**config.mk**
```make
export PLATFORM = sky130hd
export DESIGN_NAME = mem_access_stage
export DESIGN_NICKNAME = d
export VERILOG_FILES = /design/src/rtl/mem_access_stage.sv
export SDC_FILE = /design/constraint.sdc
export NUM_CORES = 1
export LEC_CHECK = 0
export ABC_AREA = 1
export CAP_MARGIN = 25
export CORE_MARGIN = 10
export CORE_UTILIZATION = 45
export DETAILED_ROUTE_END_ITERATION = 6
export PLACE_DENSITY = 0.88
export SYNTH_ARGS = -nofsm -noshare
export SYNTH_HDL_FRONTEND = slang
export SYNTH_SLANG_ARGS = --single-unit
```
**constraint.sdc**
```tcl
create_clock -name CLK -period 4.69 [get_ports CLK]
set_clock_uncertainty 0.15 [all_clocks]
set_input_delay 0.469 -clock CLK [delete_from_list [all_inputs] [get_ports CLK]]
set_output_delay 0.469 -clock CLK [all_outputs]
set_load 0.005 [all_outputs]
```
**src/rtl/mem_access_stage.sv**
```systemverilog
// Pipeline MEM stage: ALU results pass straight through, while loads and stores
// stall upstream and run a request/acknowledge handshake with a watchdog timeout.
module mem_access_stage #(
    parameter logic [7:0] TIMEOUT = 8'd255
) (
    input  logic        CLK,
    input  logic        Reset,
    input  logic        IValid,
    input  logic        IMemRead,
    input  logic        IMemWrite,
    input  logic        IRegWrite,
    input  logic        IRegStore,
    input  logic [15:0] IPCP2,
    input  logic [15:0] IALUResult,
    input  logic [15:0] IWriteData,
    input  logic [2:0]  IRd,
    output logic        MemReq,
    output logic        MemWe,
    output logic [15:0] MemAddr,
    output logic [15:0] MemWData,
    input  logic [15:0] MemRData,
    input  logic        MemAck,
    output logic        Stall,
    output logic        OValid,
    output logic        ORegWrite,
    output logic        ORegStore,
    output logic [15:0] OPCP2,
    output logic [15:0] OALUResult,
    output logic [15:0] OStoreMem,
    output logic [2:0]  ORd,
    output logic        Fault
);

    typedef enum logic [1:0] {
        S_IDLE,
        S_WAIT,
        S_RESP
    } state_t;

    state_t state, state_next;

    logic        hold_write;
    logic        hold_reg_write;
    logic        hold_reg_store;
    logic [15:0] hold_pcp2;
    logic [15:0] hold_alu;
    logic [15:0] hold_wdata;
    logic [2:0]  hold_rd;
    logic [15:0] rdata;
    logic [7:0]  count;
    logic        abort;
    logic        fault_q;

    logic memop;
    logic timed_out;

    assign memop     = IValid & (IMemRead | IMemWrite);
    assign timed_out = (count == TIMEOUT - 8'd1);
    assign Fault     = fault_q;

    // NOTE: state lives in always_ff with non-blocking assignments; the async
    // reset sits in the sensitivity list so it acts without waiting for CLK.
    always_ff @(posedge CLK or posedge Reset) begin
        if (Reset) begin
            state <= S_IDLE;
        end else begin
            state <= state_next;
        end
    end

    // NOTE: every always_comb output is given a default before the case so
    // no path leaves a signal unassigned and a latch is never inferred.
    always_comb begin
        state_next = state;
        case (state)
            S_IDLE: if (memop) state_next = S_WAIT;
            S_WAIT: if (MemAck || timed_out) state_next = S_RESP;
            S_RESP: state_next = S_IDLE;
            default: state_next = S_IDLE;
        endcase
    end

    always_ff @(posedge CLK or posedge Reset) begin
        if (Reset) begin
            hold_write     <= 1'b0;
            hold_reg_write <= 1'b0;
            hold_reg_store <= 1'b0;
            hold_pcp2      <= 16'h0000;
            hold_alu       <= 16'h0000;
            hold_wdata     <= 16'h0000;
            hold_rd        <= 3'd0;
            rdata          <= 16'h0000;
            count          <= 8'd0;
            abort          <= 1'b0;
            fault_q        <= 1'b0;
        end else begin
            case (state)
                S_IDLE: begin
                    if (memop) begin
                        hold_write     <= IMemWrite;
                        hold_reg_write <= IRegWrite;
                        hold_reg_store <= IRegStore;
                        hold_pcp2      <= IPCP2;
                        hold_alu       <= IALUResult;
                        hold_wdata     <= IWriteData;
                        hold_rd        <= IRd;
                        count          <= 8'd0;
                        abort          <= 1'b0;
                    end
                end
                S_WAIT: begin
                    if (MemAck) begin
                        if (!hold_write) rdata <= MemRData;
                    end else if (timed_out) begin
                        fault_q <= 1'b1;
                        abort   <= 1'b1;
                        rdata   <= 16'hFFFF;
                    end else begin
                        count <= count + 8'd1;
                    end
                end
                default: ;
            endcase
        end
    end

    // Outputs are forced low while Reset is high, since IDLE would otherwise
    // reflect the (possibly still present) memop on the inputs.
    always_comb begin
        MemReq     = 1'b0;
        MemWe      = 1'b0;
        MemAddr    = 16'h0000;
        MemWData   = 16'h0000;
        Stall      = 1'b0;
        OValid     = 1'b0;
        ORegWrite  = 1'b0;
        ORegStore  = 1'b0;
        OPCP2      = 16'h0000;
        OALUResult = 16'h0000;
        OStoreMem  = 16'h0000;
        ORd        = 3'd0;
        if (!Reset) begin
            case (state)
                S_IDLE: begin
                    if (memop) begin
                        Stall = 1'b1;
                    end else begin
                        OValid     = IValid;
                        ORegWrite  = IRegWrite;
                        ORegStore  = IRegStore;
                        OPCP2      = IPCP2;
                        OALUResult = IALUResult;
                        ORd        = IRd;
                    end
                end
                S_WAIT: begin
                    MemReq   = 1'b1;
                    MemWe    = hold_write;
                    MemAddr  = hold_alu;
                    MemWData = hold_wdata;
                    Stall    = 1'b1;
                end
                S_RESP: begin
                    OValid     = 1'b1;
                    ORegWrite  = hold_reg_write & ~abort;
                    ORegStore  = hold_reg_store;
                    OPCP2      = hold_pcp2;
                    OALUResult = hold_alu;
                    OStoreMem  = hold_write ? 16'h0000 : rdata;
                    ORd        = hold_rd;
                end
                default: ;
            endcase
        end
    end

endmodule

```
# Yosys cells after proc, flatten, opt, wreduce, memory -nomap -nowiden

Index checks and enable logic that the tools add are counted.

$add $sub $neg: 1
Eq/ne operators: 9
Muxes and demuxes: 46
Bitwise logic cells: 5
Reductions and logical operators: 10

Operator list:

| cell                | count |
|---|---|
| $mux 16             | 14 |
| $pmux 16 s2         | 2 |
| $mux 8              | 3 |
| $pmux 8 s2          | 1 |
| $mux 1              | 15 |
| $ne 2x2->1 const B  | 6 |
| $pmux 1 s2          | 5 |
| $add 8x1->8 const B | 1 |
| $eq 8x8->1 const B  | 1 |
| $reduce_and 4->1    | 2 |
| $mux 3              | 2 |
| $pmux 3 s2          | 1 |
| $reduce_and 3->1    | 2 |
| $mux 2              | 2 |
| $pmux 2 s2          | 1 |
| $reduce_and 2->1    | 2 |
| $reduce_bool 2->1   | 2 |
| $and 1x1->1         | 2 |
| $eq 2x1->1 const B  | 1 |
| $eq 2x2->1 const B  | 1 |
| $logic_not 2->1     | 1 |
| $not 1->1           | 2 |
| $logic_or 1x1->1    | 1 |
| $or 1x1->1          | 1 |

Flip-flop bits (word level): 82
Output and inout bits: 90
Word-level logic and storage cells: 83

# Depth between registers and ports, before layout

Gate-level depths: netlist (run 1).

Word-level depth: 5
Mapped depth: 9
Gate-level depth less buffers: 9

# Worst setup path after synthesis (run 1)

Ideal clock, no wire load.

Kind: input -> output
Start point: input port Reset
End point: output port OALUResult[0]
Arrival time: 3.722 ns
Data required time: 4.071 ns
Slack: 0.349 ns
Cell stages on the path: 5
Buffers on the path: 2
Cells stage by stage: buf_4 clkinv_1 nand2_1 buf_4 a21oi_1

Cells in the longest elaborated chain, start to end: 1

Ends and longest elaborated chain:

| what        | line | RTL |
|---|---|---|
| from (decl) | 7    | `input logic Reset,` |
| $mux 16     | 142  | `if (!Reset) begin` |
| to (decl)   | 28   | `output logic [15:0] OALUResult,` |

Every way passes these cells.

# Worst setup path after layout (run 1)

Start point: input port IMemWrite
End point: output port OALUResult[13]

Cells in the longest elaborated chain, start to end: 5

Ends and longest elaborated chain:

| what        | line | RTL |
|---|---|---|
| from (decl) | 10   | `input logic IMemWrite,` |
| $or 1x1->1  | 57   | `assign memop = IValid & (IMemRead \| IMemWrite);` |
| $and 1x1->1 | 57   |  |
| $mux 16     | 145  | `if (memop) begin` |
| $pmux 16 s2 | 143  | `case (state)` |
| $mux 16     | 142  |  |

Every way passes these cells.

==> results of run 1 <==
registers in the layout (all words and copies together) (netlist names):
register / count
Fault: 1
abort: 1
count: 8
hold_alu: 16
hold_pcp2: 16
hold_rd: 3
hold_reg_store: 1
hold_reg_write: 1
hold_wdata: 16
hold_write: 1
rdata: 16
state: 2
worst reg2reg max path, stage by stage, from the launching register on:
cell,delay [ps]
dfrtp_1,460
inv_2,80
nand2_4,170
inv_4,160
nand3_2,270
inv_2,80
nor2_4,440
a21oi_2,120
path summary, 6_finish.rpt:
path | from | end | slack, ps | depth (start not counted)
setup / recovery | IMemWrite | OALUResult[13] | 1600 | 8
hold / removal | hold_wdata[3]$_DFFE_PP0P_ | hold_wdata[3]$_DFFE_PP0P_ | 330 | 2
setup reg to reg | state[1]$_DFFE_PP0P_ | rdata[11]$_DFFE_PP0P_ | 2640 | 7
hold reg to reg | hold_wdata[3]$_DFFE_PP0P_ | hold_wdata[3]$_DFFE_PP0P_ | 330 | 2
max in group asynchronous | Reset | hold_pcp2[0]$_DFFE_PP0P_ | 3480 | 3
min in group asynchronous | Reset | rdata[8]$_DFFE_PP0P_ | 530 | 3
power by group:
group | leakage (nW) | switching [mW] | internal [mW] | total, mW
logic | 1.71 | 0.438 | 0.349 | 0.787
registers | 1.01 | 0.121 | 0.933 | 1.05
clock network | 0.0822 | 0.264 | 0.196 | 0.459
total | 2.81 | 0.823 | 1.48 | 2.30
Yosys cell counts:
cell	number
ha_1	2
nor2_4	4
a21oi_2	9
inv_1	34
clkinv_1	1
nand3_2	1
dfrtp_1	82
nand2_4	2
clkbuf_1	5
a21oi_4	1
nand4_1	1
o21ai_2	1
nor3_1	11
buf_2	14
nor2_1	59
buf_4	9
inv_4	1
o21ai_0	20
nand2_1	270
nor2_2	3
nand2_2	5
a21oi_1	44
a21o_1	1
nand3_1	16
inv_2	3
or2_2	1
o21ai_1	1
buf_6	5
nor3_4	1
per-stage QoR:
stage	total power, mW	cells	utilization, %
4_1_cts	2.33	894	64.6
6_report	2.30	895	64.8
3_3_place_gp	1.82	878	62.8
5_1_grt	2.48	895	64.8
2_1_floorplan	1.54	607	-
3_5_place_dp	1.86	878	62.8
cell usage in the layout (no fill, tap or decap), drive strengths merged, types with 8 or more instances in the layout:
master,netlist,routed
buf,28,8
nor3,12,12
nand3,17,17
clkdlybuf4s50,0,164
dfrtp,82,82
clkbuf,5,9
nand2,277,277
a21oi,54,54
nor2,66,66
inv,38,41
o21ai,22,22
area by class of cell:
type                            count  share of cell area (%)
Sequential cell                    82                    32.8
Tap cell                          133                    2.66
Clock inverter                      7                   0.861
Timing Repair Buffer              172                    27.4
Multi-Input combinational cell    453                    31.8
Inverter                           39                    2.42
Clock buffer                        9                    1.98
logic make-up after synthesis:
group                      count (synthesis)  synth area share (%)
AOI/OAI and AO/OA                         77                  9.92
adders and majority gates                  2                 0.568
DFF                                       82                  46.6
buffers and inverters                     72                  8.21
and+or+nand+nor                          374                  34.7
routing by layer:
layer / wire length, µm / global-route usage [%] / vias to the layer above / part of all wire [%]
met5: 0 / 0 / - / 0
met4: 195 / 5.34 / 0 / 1.5
met3: 1280 / 6.57 / 20 / 9.7
met2: 6370 / 30.5 / 201 / 48
met1: 5400 / 21.0 / 2079 / 41
li1: - / - / 2180 / -
==> out/results.ini, run 1 <==
[yosys]
yosys-top-cells-area=dfrtp_1, nand2_1, nor2_1, a21oi_1, inv_1
synth_top_cell_area_share_pct=46.6
ys_seq_area_share_pct=46.6
syn_area_um2=4400
synthesis.nets=684
synth_largest_area_cell=dfrtp_1
yosys_warnings=0
synth_cell_types=29
synth-seq-cells=82
syn_area_per_cell_um2=7.25
synthCells=607

[clock_network]
htreeDepth=3
post_cts_buffers=0
postCtsResizedCells=0
holdBufCountCts=0
clk_pin_slew_worst_paths_ps=80
cts_tree=done
cts_buffers=9
clockBufferDepth=2
cts_root_buffer=clkbuf_8
insertion_delay_ps=340
cts_sinks=82

[floorplan]
core.rowCount=36
die_height_um=119
die_area_um2=14100
ioPinCount=165
die_x_um=119
start_util_pct=45.7
design.core.area_um2=9640

[critical_path]
critPathArrivalTime_ps=2470
setup.worst_path.class=in -> out
path_cells=clkdlybuf4s50_1 > nor2_2 > nor2_2 > nor3_4 > buf_4 > nand2_1 > a21oi_1 > clkdlybuf4s50_1
slowest_delay_ps=540
critPathBufInv=3
cpLargestDelayFamily=buffers and inverters
startpoint_type=primary input
path_max_fanout=37
cp-end-kind=primary output
critPathRequiredTime_ps=4070
slowest_stage=clkdlybuf4s50_1

[placement]
globalplace.congestion=0.863
place_ws_ps=1590
place_area_um2=6050
portBuffers=164
dp_hpwl_um=9690

[finish]
stdcell_area_um2=6250
nets=834
antenna_cells=0
multi_input_area_um2=1990
num-fill-cells=837
syn_to_final_growth_pct=42.0
regArea_um2=2050
drive_gt1_share_pct=7.48

[sta]
hold_viol=0
fmax_ghz=0.324
worst_slack_ps=1600
final.period_utilization_pct=65.9
setup_viol=0
finalSetupTns_ps=0
worstMarginPinSlew_ps=545
slew_viol_final=0
fin_crit_ps=3090
rsz0062_at_grt=no
whs_ps=331
relSlewSlack_pct=63.7

[detailed_routing]
vias=4480
ant_nets=0
drt_pass1_iterations=5
drt-total-wl_um=13300
avgRoutedWirePerCell_um=14.8
avgViaCountPerCell=5.01
first_iter_violations=327
drc_errors=0

[status]
status=finished clean

[global_route]
grt_pass1_wl_um=21600
gr-usage-all-layers_pct=18.0
grt_overflow=0
grt_max_degree=69
grt_pass1_vias=4411
antenna_found_initial=0

[worst_hold_path]
hp-class=reg -> reg

[pwr]
powerDensity_nw_per_um2=368
leakage_nw=2.81
ir_drop_v=0.000167

[flow_run]
drv_cap=0

Power figures use the tool's default switching activity.
==> inputs of run 2 (changes only) <==
- CORE_UTILIZATION: 45 -> 40
- PLACE_DENSITY: 0.88 -> 0.83
- clock period: 4.69 -> 2.5 ns (I/O delays scaled with it)
==> run 2 against run 1 <==
Net effect: critical path depth is 1 lower; critical endpoint is now OALUResult[2]; cell count is 1.7% higher; die area is 10% higher; combinational power is 96% higher; wire length is 2.1% higher; first-iteration DRC count is 11% lower; design area is 4.3% higher; core utilization is 4.4 points lower; clock power is 110% higher; highest routed layer unchanged; flip-flop and latch count stayed put; global-route usage is 1.3 points lower.
==> out/results.ini, run 2 (same netlist as run 1, synthesis figures left out) <==
[status]
status=finished clean  ; unchanged

[detailed_routing]
avgViaCountPerCell=4.81  ; was 5.01
first_iter_violations=292  ; was 327
ant_nets=0  ; unchanged
avgRoutedWirePerCell_um=14.9  ; was 14.8 µm
drt-total-wl_um=13500  ; was 13300 µm
vias=4376  ; was 4480
drt_pass1_iterations=4  ; was 5
drc_errors=0  ; unchanged

[clock_network]
cts_tree=done  ; unchanged
htreeDepth=3  ; unchanged
clockBufferDepth=2  ; unchanged
cts_buffers=9  ; unchanged
cts_sinks=82  ; unchanged
clk_pin_slew_worst_paths_ps=80  ; about the same
insertion_delay_ps=340  ; about the same
cts_root_buffer=clkbuf_8  ; unchanged
holdBufCountCts=0  ; unchanged

[sta]
rsz0062_at_grt=yes  ; was no
slew_viol_final=0  ; unchanged
worst_slack_ps=35.5  ; was 1600 ps
whs_ps=291  ; was 331 ps
fmax_ghz=0.406
finalSetupTns_ps=0  ; unchanged
final.period_utilization_pct=98.6
relSlewSlack_pct=39.4  ; was 63.7%
hold_viol=0  ; unchanged
worstMarginPinSlew_ps=908  ; was 545 ps
fin_crit_ps=2460
setup_viol=0  ; unchanged

[floorplan]
core.rowCount=38  ; was 36
die_x_um=125  ; was 119 µm
die_height_um=125  ; was 119 µm
start_util_pct=40.8  ; was 45.7%
design.core.area_um2=10800  ; was 9640 µm²
ioPinCount=165  ; unchanged
die_area_um2=15600  ; was 14100 µm²

[placement]
place_ws_ps=-0.186  ; was 1590 ps
place_area_um2=6150  ; was 6050 µm²
dp_hpwl_um=9430  ; was 9690 µm
placed_cells=888  ; was 878
globalplace.congestion=0.829  ; was 0.863
portBuffers=164  ; unchanged

[pwr]
ir_drop_v=0.000339  ; was 0.000167 V
leakage_nw=3.36  ; was 2.81 nW
power_mw=4.48  ; was 2.30 mW
powerDensity_nw_per_um2=688  ; was 368 nW/µm²

[finish]
antenna_cells=0  ; unchanged
instances_no_fill=910  ; was 895
stdcell_area_um2=6520  ; was 6250 µm²
final_cell_mix=nand2_1, clkdlybuf4s50_1, dfrtp_1  ; unchanged
drive_gt1_share_pct=9.74  ; was 7.48%
final_util_pct=60.4  ; was 64.8%
layout_commonest_cell=nand2_1  ; unchanged
nets=842  ; was 834
syn_to_final_growth_pct=48.1  ; was 42.0%

[global_route]
antenna_found_initial=0  ; unchanged
gr-max-usage-layer=met2  ; unchanged
grt_pass1_wl_um=22100  ; was 21600 µm
use_met2_pct=26.2  ; was 30.5%
grt_overflow=0  ; unchanged
grt_max_degree=72  ; was 69
grt_pass1_vias=4306  ; was 4411
use_met1_pct=21.1  ; was 21.0%
grt_use_met3_pct=6.64  ; was 6.57%
gr-usage-all-layers_pct=16.7  ; was 18.0%

[critical_path]
path_max_fanout=18  ; was 37
reg2reg_slack_ps=500  ; was 2640 ps
cp-end-kind=primary output  ; unchanged
startpoint_type=flip-flop  ; was primary input
critPathArrivalTime_ps=2060  ; was 2470 ps
setup.worst_path.class=reg -> out  ; was in -> out
critPathRequiredTime_ps=2100  ; was 4070 ps

[flow_run]
drv_cap=0  ; unchanged

[worst_hold_path]
hp-class=in -> reg  ; was reg -> reg

[run 2: cell types whose count changed in the layout (fill, tap and decap cells not counted), moves of 2 or more]
cell	delta
buf_12	+4
inv_1	-2
dfrtp_1	-2
buf_4	+2
clkinv_2	+2
clkdlybuf4s50_1	-29
dlygate4sd2_1	+2
dlymetal6s2s_1	+27
dfrtp_2	+2
nor2_2	+5
nor2_1	-5
[run 2: report_power, final]
part           internal, mW  switching (mW)
logic                 0.700           0.841
registers              1.75           0.229
clock network         0.487           0.471
[run 2: path summary, 6_finish.rpt]
kind | startpoint | to | depth (start not counted)
setup / recovery | state[0]$_DFFE_PP0P_ | OALUResult[2] | 7
hold / removal | IWriteData[0] | hold_wdata[0]$_DFFE_PP0P_ | 3
hold reg to reg | Fault$_DFFE_PP0P_ | Fault$_DFFE_PP0P_ | 1
min in group asynchronous | Reset | hold_write$_DFFE_PP0P_ | 3
setup reg to reg | state[0]$_DFFE_PP0P_ | rdata[3]$_DFFE_PP0P_ | 8
max in group asynchronous | Reset | state[0]$_DFFE_PP0P_ | 4
[run 2: final cells by class]
cell class | instances | area [µm²]
Clock buffer | 11 | 141
Timing Repair inverter | 1 | 7.51
Clock inverter | 5 | 53.8
Inverter | 39 | 163
Fill cell | 973 | 4280
Tap cell | 140 | 175
Multi-Input combinational cell | 453 | 2020
Sequential cell | 82 | 2050
Timing Repair Buffer | 179 | 1910
[run 2: per-layer routing]
layer	share of wire, %	up-vias
met5	0	-
met4	1.3	0
met3	8.8	15
met2	46	151
met1	43	2014
li1	-	2196
[run 2: critical path, cell delays in order, from the launching register on]
cell and delay [ps]:
dfrtp_2 430, inv_1 80, nand2_1 60, inv_2 110, bufbuf_16 310, nand2_1 60
a21oi_1 140, clkdlybuf4s50_1 530
[run 2: repair_timing]
action	in CTS	in global routing
cloned	1	1
resized for setup	5	39
endpoints found under the setup margin	20	74
buffers inserted	1	3
==> inputs of run 3 (changes only) <==
- CORE_MARGIN: 10 -> default
==> run 3 against run 2 <==
Net effect: largest power group unchanged; the run now ends with design-rule violations left; sequential share of layout area about the same; critical path type unchanged; clock-buffer cell count shrank 1; flip-flop and latch count did not move; maximum frequency increased by 0.59%.
==> out/results.ini, run 3 (same netlist as run 1, synthesis figures left out) <==
[status]
status=finished, violations left  ; was finished clean
violations=design-rule violations

[critical_path]
r2r_cells=8  ; unchanged
slowest_stage=clkdlybuf4s50_1  ; unchanged
setup.worst_path.class=reg -> out  ; unchanged
r2r-start=state[0]$_DFFE_PP0P_  ; unchanged
startpoint=state[0]$_DFFE_PP0P_  ; unchanged
slowest_delay_ps=510  ; was 530 ps
worstReg2RegEnd=rdata[3]$_DFFE_PP0P_  ; unchanged
cp-end-kind=primary output  ; unchanged
cp-endpoint=OPCP2[5]  ; was OALUResult[2]
startpoint_type=flip-flop  ; unchanged
critPathRequiredTime_ps=2100  ; about the same
path_cells=buf_4 > nor3_4 > buf_12 > nand2_1 > a21oi_2 > clkdlybuf4s50_1  ; was inv_1 > nand2_1 > inv_2 > bufbuf_16 > nand2_1 > a21oi_1 > clkdlybuf4s50_1
reg2reg_slack_ps=530  ; was 500 ps
path_max_fanout=37  ; was 18
critPathArrivalTime_ps=2050  ; was 2060 ps

[finish]
layout_commonest_cell=nand2_1  ; unchanged
syn_to_final_growth_pct=47.9  ; was 48.1%
multi_input_area_um2=2000  ; was 2020 µm²
final_cell_mix=nand2_1, clkdlybuf4s50_1, dfrtp_1  ; unchanged
stdcell_area_um2=6510  ; was 6520 µm²
nets=839  ; was 842
num-fill-cells=929  ; was 973
regArea_um2=2050  ; about the same
antenna_cells=0  ; unchanged
drive_gt1_share_pct=8.60  ; was 9.74%

[sta]
rsz0062_at_grt=yes  ; unchanged
fin_crit_ps=2450  ; was 2460 ps
fmax_ghz=0.408  ; was 0.406 GHz
hold_viol=0  ; unchanged
slew_viol_final=0  ; unchanged
finalSetupTns_ps=0  ; unchanged
worstMarginPinSlew_ps=490  ; was 908 ps
setup_viol=0  ; unchanged
final.period_utilization_pct=98.0  ; was 98.6%
relSlewSlack_pct=67.2  ; was 39.4%

[pwr]
pwr-share-seq_pct=42.5  ; was 44.2%
power.switching_mw=1.53  ; was 1.54 mW
leakage_nw=3.47  ; was 3.36 nW
p_clk_share_pct=25.3  ; was 21.4%
ir_drop_v=0.000327  ; was 0.000339 V
p_int_mw=3.12  ; was 2.94 mW
combPwrFrac_pct=32.2  ; was 34.4%
powerDensity_nw_per_um2=714  ; was 688 nW/µm²
sw_frac_of_total_pct=32.9  ; was 34.4%

[global_route]
antenna_found_initial=0  ; unchanged
grt_overflow=0  ; unchanged
gr-usage-all-layers_pct=21.3  ; was 16.7%
grt_pass1_wl_um=19500  ; was 22100 µm
grt_max_degree=76  ; was 72
grt_pass1_vias=4224  ; was 4306

[clock_network]
insertion_delay_ps=350  ; was 340 ps
clk_pin_slew_worst_paths_ps=90  ; was 80 ps
cts_tree=done  ; unchanged
cts_buffers=9  ; unchanged
htreeDepth=3  ; unchanged
cts_root_buffer=clkbuf_8  ; unchanged
clockBufferDepth=2  ; unchanged
cts_sinks=82  ; unchanged
post_cts_buffers=0  ; was 1

[detailed_routing]
ant_nets=0  ; unchanged
avgViaCountPerCell=4.92  ; was 4.81
first_iter_violations=299  ; was 292
avgRoutedWirePerCell_um=13.2  ; was 14.9 µm
vias=4444  ; was 4376
drt_pass1_iterations=7  ; was 4
drc_errors=1  ; was 0
drt-total-wl_um=12000  ; was 13500 µm

[floorplan]
die_x_um=107  ; was 125 µm
die_height_um=107  ; was 125 µm
start_util_pct=41.9  ; was 40.8%
die_area_um2=11400  ; was 15600 µm²
core.rowCount=37  ; was 38
ioPinCount=165  ; unchanged
design.core.area_um2=10500  ; was 10800 µm²

[placement]
dp_hpwl_um=8340  ; was 9430 µm
place_area_um2=6130  ; was 6150 µm²
portBuffers=164  ; unchanged
globalplace.congestion=0.856  ; was 0.829

[worst_hold_path]
hp-class=in -> async  ; was in -> reg

[flow_run]
drv_cap=0  ; unchanged

## run 3: area by class of cell
| class | count | share of cell area [%] |
|---|---|---|
| clock inverter | 6 | 1.75 |
| inverter | 39 | 2.40 |
| timing repair buffer | 177 | 28.9 |
| clock buffer | 10 | 2.11 |
| sequential | 82 | 31.5 |
| tap | 136 | 2.61 |
| multi-input combinational | 453 | 30.7 |
## run 3: layer usage
| layer | track usage, % | wire (µm) | up-vias |
|---|---|---|---|
| li1 | - | - | 2181 |
| met1 | 27.9 | 5270 | 2045 |
| met2 | 35.1 | 5660 | 201 |
| met3 | 3.40 | 811 | 17 |
| met4 | 8.71 | 211 | 0 |
| met5 | 0 | 0 | - |
## run 3: critical path: cells and delay by family (launching register included)
family          cells  cell delay (ps)
simple gates        2              290
compound gates      1              120
buf+inv             3              900
flops               1              390
## run 3: worst min-delay path by stage
stage | endpoint | slack, ps | cells after the start
2_1_floorplan | hold_alu[0]$_DFFE_PP0P_ | 210 | 2
3_3_place_gp | hold_reg_write$_DFFE_PP0P_ | 310 | 2
3_5_place_dp | rdata[2]$_DFFE_PP0P_ | 320 | 2
4_1_cts | hold_wdata[0]$_DFFE_PP0P_ | 280 | 3
5_1_grt | hold_wdata[0]$_DFFE_PP0P_ | 310 | 3
6_report | Fault$_DFFE_PP0P_ | 290 | 3
## run 3: power groups by stage
stage / registers, mW / logic, mW / clock network [mW]
2_1_floorplan: 1.94 / 0.948 / 0
3_3_place_gp: 1.98 / 1.46 / 0
3_5_place_dp: 1.99 / 1.51 / 0
4_1_cts: 1.97 / 1.51 / 1.21
5_1_grt: 2.03 / 1.70 / 1.25
6_report: 1.98 / 1.50 / 1.17
## run 3: stage by stage
step                      setup WS [ps]  hold slack (ps)  power (mW)  std cells  util [%]
final                              49.9              294        4.65        903      62.0
after floorplan                     538              210        2.89        607         -
after CTS                         -31.1              280        4.69        902      60.8
after detailed placement           34.5              316        3.50        886      58.4
after global placement             57.3              312        3.44        886      58.4
after global routing              -51.6              306        4.98        903      62.0
## run 3: timing repair
item                       in CTS  in global routing
resized for setup               5                 39
hold buffers                    0                  0
setup endpoints to repair      38                 77
==> patch 1 (settings of run 3) <==
The 3 states of `state_t` get a one-hot encoding in 3 bits.
--- a/src/rtl/mem_access_stage.sv
+++ b/src/rtl/mem_access_stage.sv
@@ -32,8 +32,8 @@
 );
 
-    typedef enum logic [1:0] {
-        S_IDLE,
-        S_WAIT,
-        S_RESP
+    typedef enum logic [2:0] {
+        S_IDLE = 3'b001,
+        S_WAIT = 3'b010,
+        S_RESP = 3'b100
     } state_t;
 
Function: same outputs for any inputs over 4 cycles, from zero or initial values and one cycle with Reset high; so few cycles prove little.
==> patch 1 against run 3 <==
Sequential cell count up 1. Critical path type unchanged. Total power down 5.4%. Utilization down 0.24 points. Clock power down 21%. Area after synthesis down 2.0%. Critical path depth down 1. Setup slack worse by 0.043 ns. Fmax down 1.7%. Highest routed layer unchanged. Global-route usage up 0.69 points. Cell area down 1.7%. First-iteration DRC count down 34%. Wire length up 3.2%.
==> patch 1: results (changes against run 3) <==
| Metric | Value |
|---|---|
| Synth area leaders | dfrtp_1 (48%), nand2_1 (20%), a21oi_1 (6.3%) |
| Pre-CTS setup slack | 0.05289 ns (+0.01834 ns) |
| Worst Tran Pin Value | 0.4537 ns (-0.03645 ns) |
| Fraction of registers with async set/reset | 1.000 (unchanged) |
| Vias in the first global route | 4226 (+0.047%) |
| Worst R2R Setup Slack | 0.56 ns (+0.03 ns) |
| Cells on worst reg2reg path | 7 (-1) |
| Gr usage total | 0.2198 (+0.006861) |
| Seq/Total Area, Yosys | 0.4816 (+0.01541) |
| Hold Slack | 0.2991 ns (+0.005085 ns) |
| Placed Area | 6082 µm² (-0.84%) |
| Synth Flop Type | dfrtp_1 |
| Starting DRT DRC Count | 197 (-34%) |
| Synth unique cells | 30 (+3.4%) |
| Crit-path max cell delay | 0.54 ns (+0.03 ns) |
| Port bufs | 164 (unchanged) |
| GP Congestion | 0.8356 (-2.3%) |
| Nets | 833 (-0.72%) |
| Max Fclk | 401.0 MHz (-1.7%) |
| Post-DP HPWL | 8.469 mm (+1.5%) |
| Worst Hold Depth | 3 |
| Outcome | finished clean |
| Post-Syn Nets | 670 (-2.0%) |
| Beginning of the worst hold path | IWriteData[8] |
| Crit path to | OStoreMem[2] |
| Largest net degree at the start of global routing | 86 (+13%) |
| Vias per cell | 4.906 (-0.31%) |
| Crit. Startpoint | state[1] |
| Vias after detailed routing | 4396 (-1.1%) |
| Fraction of layout cells with a size suffix above 1 | 0.08421 (-0.001839) |
| Top cells by count, synth | nand2_1 (227), dfrtp_1 (82), nor2_1 (61) |
| CTS H-tree depth | 3 (unchanged) |
| Critical Path AT | 2.09 ns (+0.04 ns) |
| Diode count | 0 (unchanged) |
| Switching Fraction | 0.3416 (+0.01222) |
| Post-DR wirelength/cell | 13.76 µm (+4.0%) |
| Type of the worst min-delay path | in -> reg |
| Critical R2R Launch | state[0] |
| Placed insts | 871 (-1.7%) |
| Synth warn | 0 (unchanged) |
| CP max FO | 14 (-62%) |
| Syn Area/Cell | 7.277 µm² (+0.35%) |
| Max VDD drop | 0.3316 mV (+1.4%) |
| Pleak | 0.003005 µW (-13%) |
| DR pass1 iterations | 7 (unchanged) |
| Clock-pin transition on the worst setup and hold timing paths | 0.08 ns |
| Global-route wire length before repair | 19.71 mm (+0.99%) |
| Slowest cell on crit path | clkdlybuf4s50_1 |
| Worst flop-to-flop path endpoint | hold_rd[2] |
| Worst-Skew Late Latency | ~0.34 ns |
| Cts bufs inserted | 9 (unchanged) |
-- patch 1: cell types whose count changed after synthesis, sizes merged, moves of 2 or more --
cell    change
nor2        -2
buf         -9
o21ai      +10
inv        +20
or2         +2
nand3       -3
clkbuf      +6
nand2      -45
nor3        +3
-- patch 1: timing repair --
action / CTS / global route
endpoints found under the hold margin: 0 / 9
hold buffers: 0 / 1
resized for setup: 45 / 6
buffers inserted: 2 / 5
pin swaps: 1 / 2
endpoints found under the setup margin: 71 / 31
gates cloned: 1 / 0
-- patch 1: power groups by stage --
stage	logic, µW	registers (µW)	clock network, µW
2_1_floorplan	863	2040	0
3_3_place_gp	1270	2080	0
3_5_place_dp	1340	2100	0
4_1_cts	1380	2080	952
5_1_grt	1580	2140	995
6_report	1390	2080	922
-- patch 1: final cells by class --
class	count	area, µm²
fill	945	3970
clock buffer	10	127.6
sequential	83	2079
clock inverter	5	55.05
tap	136	170.2
inverter	58	232.7
multi-input combinational	422	1898
timing repair buffer	182	1837
-- patch 1: metal layers --
layer  wire (µm)  track usage  vias up  share of wire
met3         724      0.03587       21          0.059
li1            -            -     2161              -
met2        6231       0.3852      165           0.51
met4         227      0.07639        0          0.018
met1        5146       0.2731     2049           0.42
met5           0            0        -              0
-- patch 1: logic make-up (layout without fill, tap and decap cells) --
kind of cell,Yosys count,after routing,share of synthesized area
simple gates,331,331,0.3172
compound gates,89,89,0.1061
buf+inv,88,255,0.08930
flops,83,83,0.4816
fa+ha+maj,2,2,0.005798
-- patch 1: worst max-delay path, delay by kind of cell, from the launching register on --
family,cells,cell delay [ns]
flip-flops,1,0.45
buffers and inverters,3,0.86
AND/OR/NAND/NOR,2,0.44
==> patch 2 (config.mk and constraints of run 3) <==
Without the edit above. Change the parameter `TIMEOUT` from 8'd255 to 8'd191.
--- a/src/rtl/mem_access_stage.sv
+++ b/src/rtl/mem_access_stage.sv
@@ -2,5 +2,5 @@
 // stall upstream and run a request/acknowledge handshake with a watchdog timeout.
 module mem_access_stage #(
-    parameter logic [7:0] TIMEOUT = 8'd255
+    parameter logic [7:0] TIMEOUT = 8'd191
 ) (
     input  logic        CLK,
Check against the original RTL: same outputs for any inputs over 4 cycles, from zero or initial values and one cycle with Reset high; that may be too few to reach the edited logic, so the function may still have changed.
==> patch 2 against run 3 <==
Area after synthesis decreased by 1.1%. Fmax shrank 0.15%. Die area shrank 1.1%. Critical path type is now in -> out. Via count is 3.4% higher. Combinational power increased by 3%. Worst hold slack got worse by 0.033 ns. Setup slack worse by 0.0036 ns. Sequential cell count unchanged. Cell area is 0.88% higher. Wire length up 7.9%. First-iteration DRC count up 29%. Total power is 1.3% higher. Non-clock buffer count is 8 higher.
==> patch 2: results (changes against run 3) <==
| Metric | Value |
|---|---|
| Clock root cell | clkbuf_8 |
| GP Congestion | 0.8617 (+0.72%) |
| Fraction of registers with async set/reset | 1.000 (unchanged) |
| Post-DP HPWL | 9.141 mm (+9.6%) |
| Synth Flop Type | dfrtp_1 |
| Met3 wire length | 1.038 mm (+28%) |
| CTS H-tree depth | 3 (unchanged) |
| Crit start category | primary input |
| Crit. Startpoint | IMemWrite |
| Worst flop-to-flop path endpoint | rdata[2] |
| Type of the worst min-delay path | in -> async |
| Top cells by count, synth | nand2_1 (283), dfrtp_1 (82), nor2_1 (68) |
| Synth unique cells | 25 (-14%) |
| Highest Signal Layer | met4 |
| Clock-pin transition on the worst setup and hold timing paths | around 0.080 ns |
| Max VDD drop | 0.3579 mV (+9.4%) |
| Vias in the first global route | 4386 (+3.8%) |
| Fraction of layout cells with a size suffix above 1 | 0.09949 (+0.01344) |
| Met1 Use GR | 0.2873 (+0.008145) |
| Fillcell total | 905 (-2.6%) |
| Gr usage total | 0.2253 (+0.01242) |
| M2 GR Usage | 0.3831 (+0.03243) |
| Post-DR wirelength/cell | 14.02 µm (+6.0%) |
| Starting DRT DRC Count | 386 (+29%) |
| DR pass1 iterations | 5 (-2) |
| Initial antenna violation count | 0 (unchanged) |
| Pleak | 0.003358 µW (-3.3%) |
| Critical R2R Launch | state[1] |
| Outcome | finished clean |
| Post-Syn Nets | 693 (+1.3%) |
| Wl on met1 | 5.312 mm (+0.76%) |
| CP max FO | 14 (-62%) |
| CTS Buffer Depth | 2 (unchanged) |
| Metal2 WL | 6.379 mm (+13%) |
| Worst-Skew Late Latency | 0.34 ns |
| Synth warn | 0 (unchanged) |
| Synth area leaders | dfrtp_1 (47%), nand2_1 (24%), nor2_1 (5.9%) |
| Cells on worst reg2reg path | 9 (+1) |
| Diode count | 0 (unchanged) |
| Post-synth EDFFs | 0 (unchanged) |
| Port bufs | 164 (unchanged) |
| Worst R2R Setup Slack | 0.56 ns (+0.03 ns) |
| Nets | 857 (+2.1%) |
| Vias per cell | 4.996 (+1.5%) |
| Met3 GRT Util | 0.03863 (+0.004584) |
| Cts bufs inserted | 9 (unchanged) |
| Largest net degree at the start of global routing | 68 (-11%) |
| Slew headroom | 0.6805 (+0.008060) |
| Placed Area | 6148 µm² (+0.24%) |
| Internal | 3137 µW (+0.65%) |
| Seq/Total Area, Yosys | 0.4713 (+0.005090) |
| Global-route wire length before repair | 20.66 mm (+5.8%) |
==> patch 2: cell types whose count changed after synthesis, moves of 3 or more <==
cell | run 3 | this run
clkbuf_1 | 5 | 9
nor2_2 | 3 | 22
nor2_4 | 4 | 1
inv_1 | 34 | 30
o21ai_0 | 20 | 23
a21oi_2 | 9 | 0
buf_4 | 9 | 4
nor3_1 | 11 | 2
nor2_1 | 59 | 68
nand2_1 | 270 | 283
==> patch 2: layout make-up <==
type	instances	area [µm²]	area share
inverters	33	133.9	0.02038
clock buffers	10	127.6	0.01943
clock inverters	5	103.9	0.01581
multi-input cells	469	2019	0.3074
flip-flops and latches	82	2053	0.3126
well taps	136	170.2	0.02590
repair buffers	185	1961	0.2985
==> patch 2: how the worst max path moves through the flow <==
stage                           endpoint  slack [ns]
after floorplan            OStoreMem[10]        0.02
after global routing           ORegWrite       -0.06
after detailed placement        OPCP2[2]       -0.04
after global placement         ORegStore       -0.01
after CTS                 OALUResult[14]        0.01
final                           OPCP2[6]        0.05
==> patch 2: per-stage QoR <==
| stage | std cells | total power [µW] | utilization | worst slack [ns] | hold slack, ns |
|---|---|---|---|---|---|
| floorplan | 616 | 2888 | - | 0.02436 | 0.2096 |
| global placement | 899 | 3454 | 0.5903 | -0.01499 | 0.3048 |
| detailed placement | 899 | 3540 | 0.5903 | -0.04481 | 0.3067 |
| CTS | 914 | 4679 | 0.6136 | 0.01213 | 0.2312 |
| global route | 920 | 5045 | 0.6306 | -0.05592 | 0.2631 |
| finish | 920 | 4706 | 0.6306 | 0.04631 | 0.2613 |
==> patch 2: logic make-up after synthesis <==
logic type                 count (synthesis)  share of synthesized area
and+or+nand+nor                          399                     0.3744
buffers and inverters                     65                    0.07040
DFF                                       82                     0.4713
AOI/OAI and AO/OA                         68                    0.07816
adders and majority gates                  2                   0.005746
==> patch 2: power by group through the flow <==
stage / clock network (µW) / registers (µW) / logic, µW
after floorplan: 0 / 1980 / 910
after global placement: 0 / 2020 / 1430
after detailed placement: 0 / 2050 / 1490
after CTS: 1150 / 2030 / 1510
after global routing: 1210 / 2090 / 1750
final: 1130 / 2030 / 1550
==> patch 2: worst max-delay path, stage by stage <==
cell	delay [ns]
clkdlybuf4s50_1	0.44
nor2_2	0.15
nor2_2	0.08
nor3_4	0.12
buf_4	0.16
buf_8	0.14
nand2_1	0.06
a21oi_1	0.13
clkdlybuf4s50_1	0.52
==> patch 2: timing repair <==
item	in CTS	in global routing
endpoints found under the setup margin	37	68
resized for setup	6	36
cloned	0	2
buffers inserted	0	4
pin swaps	0	1
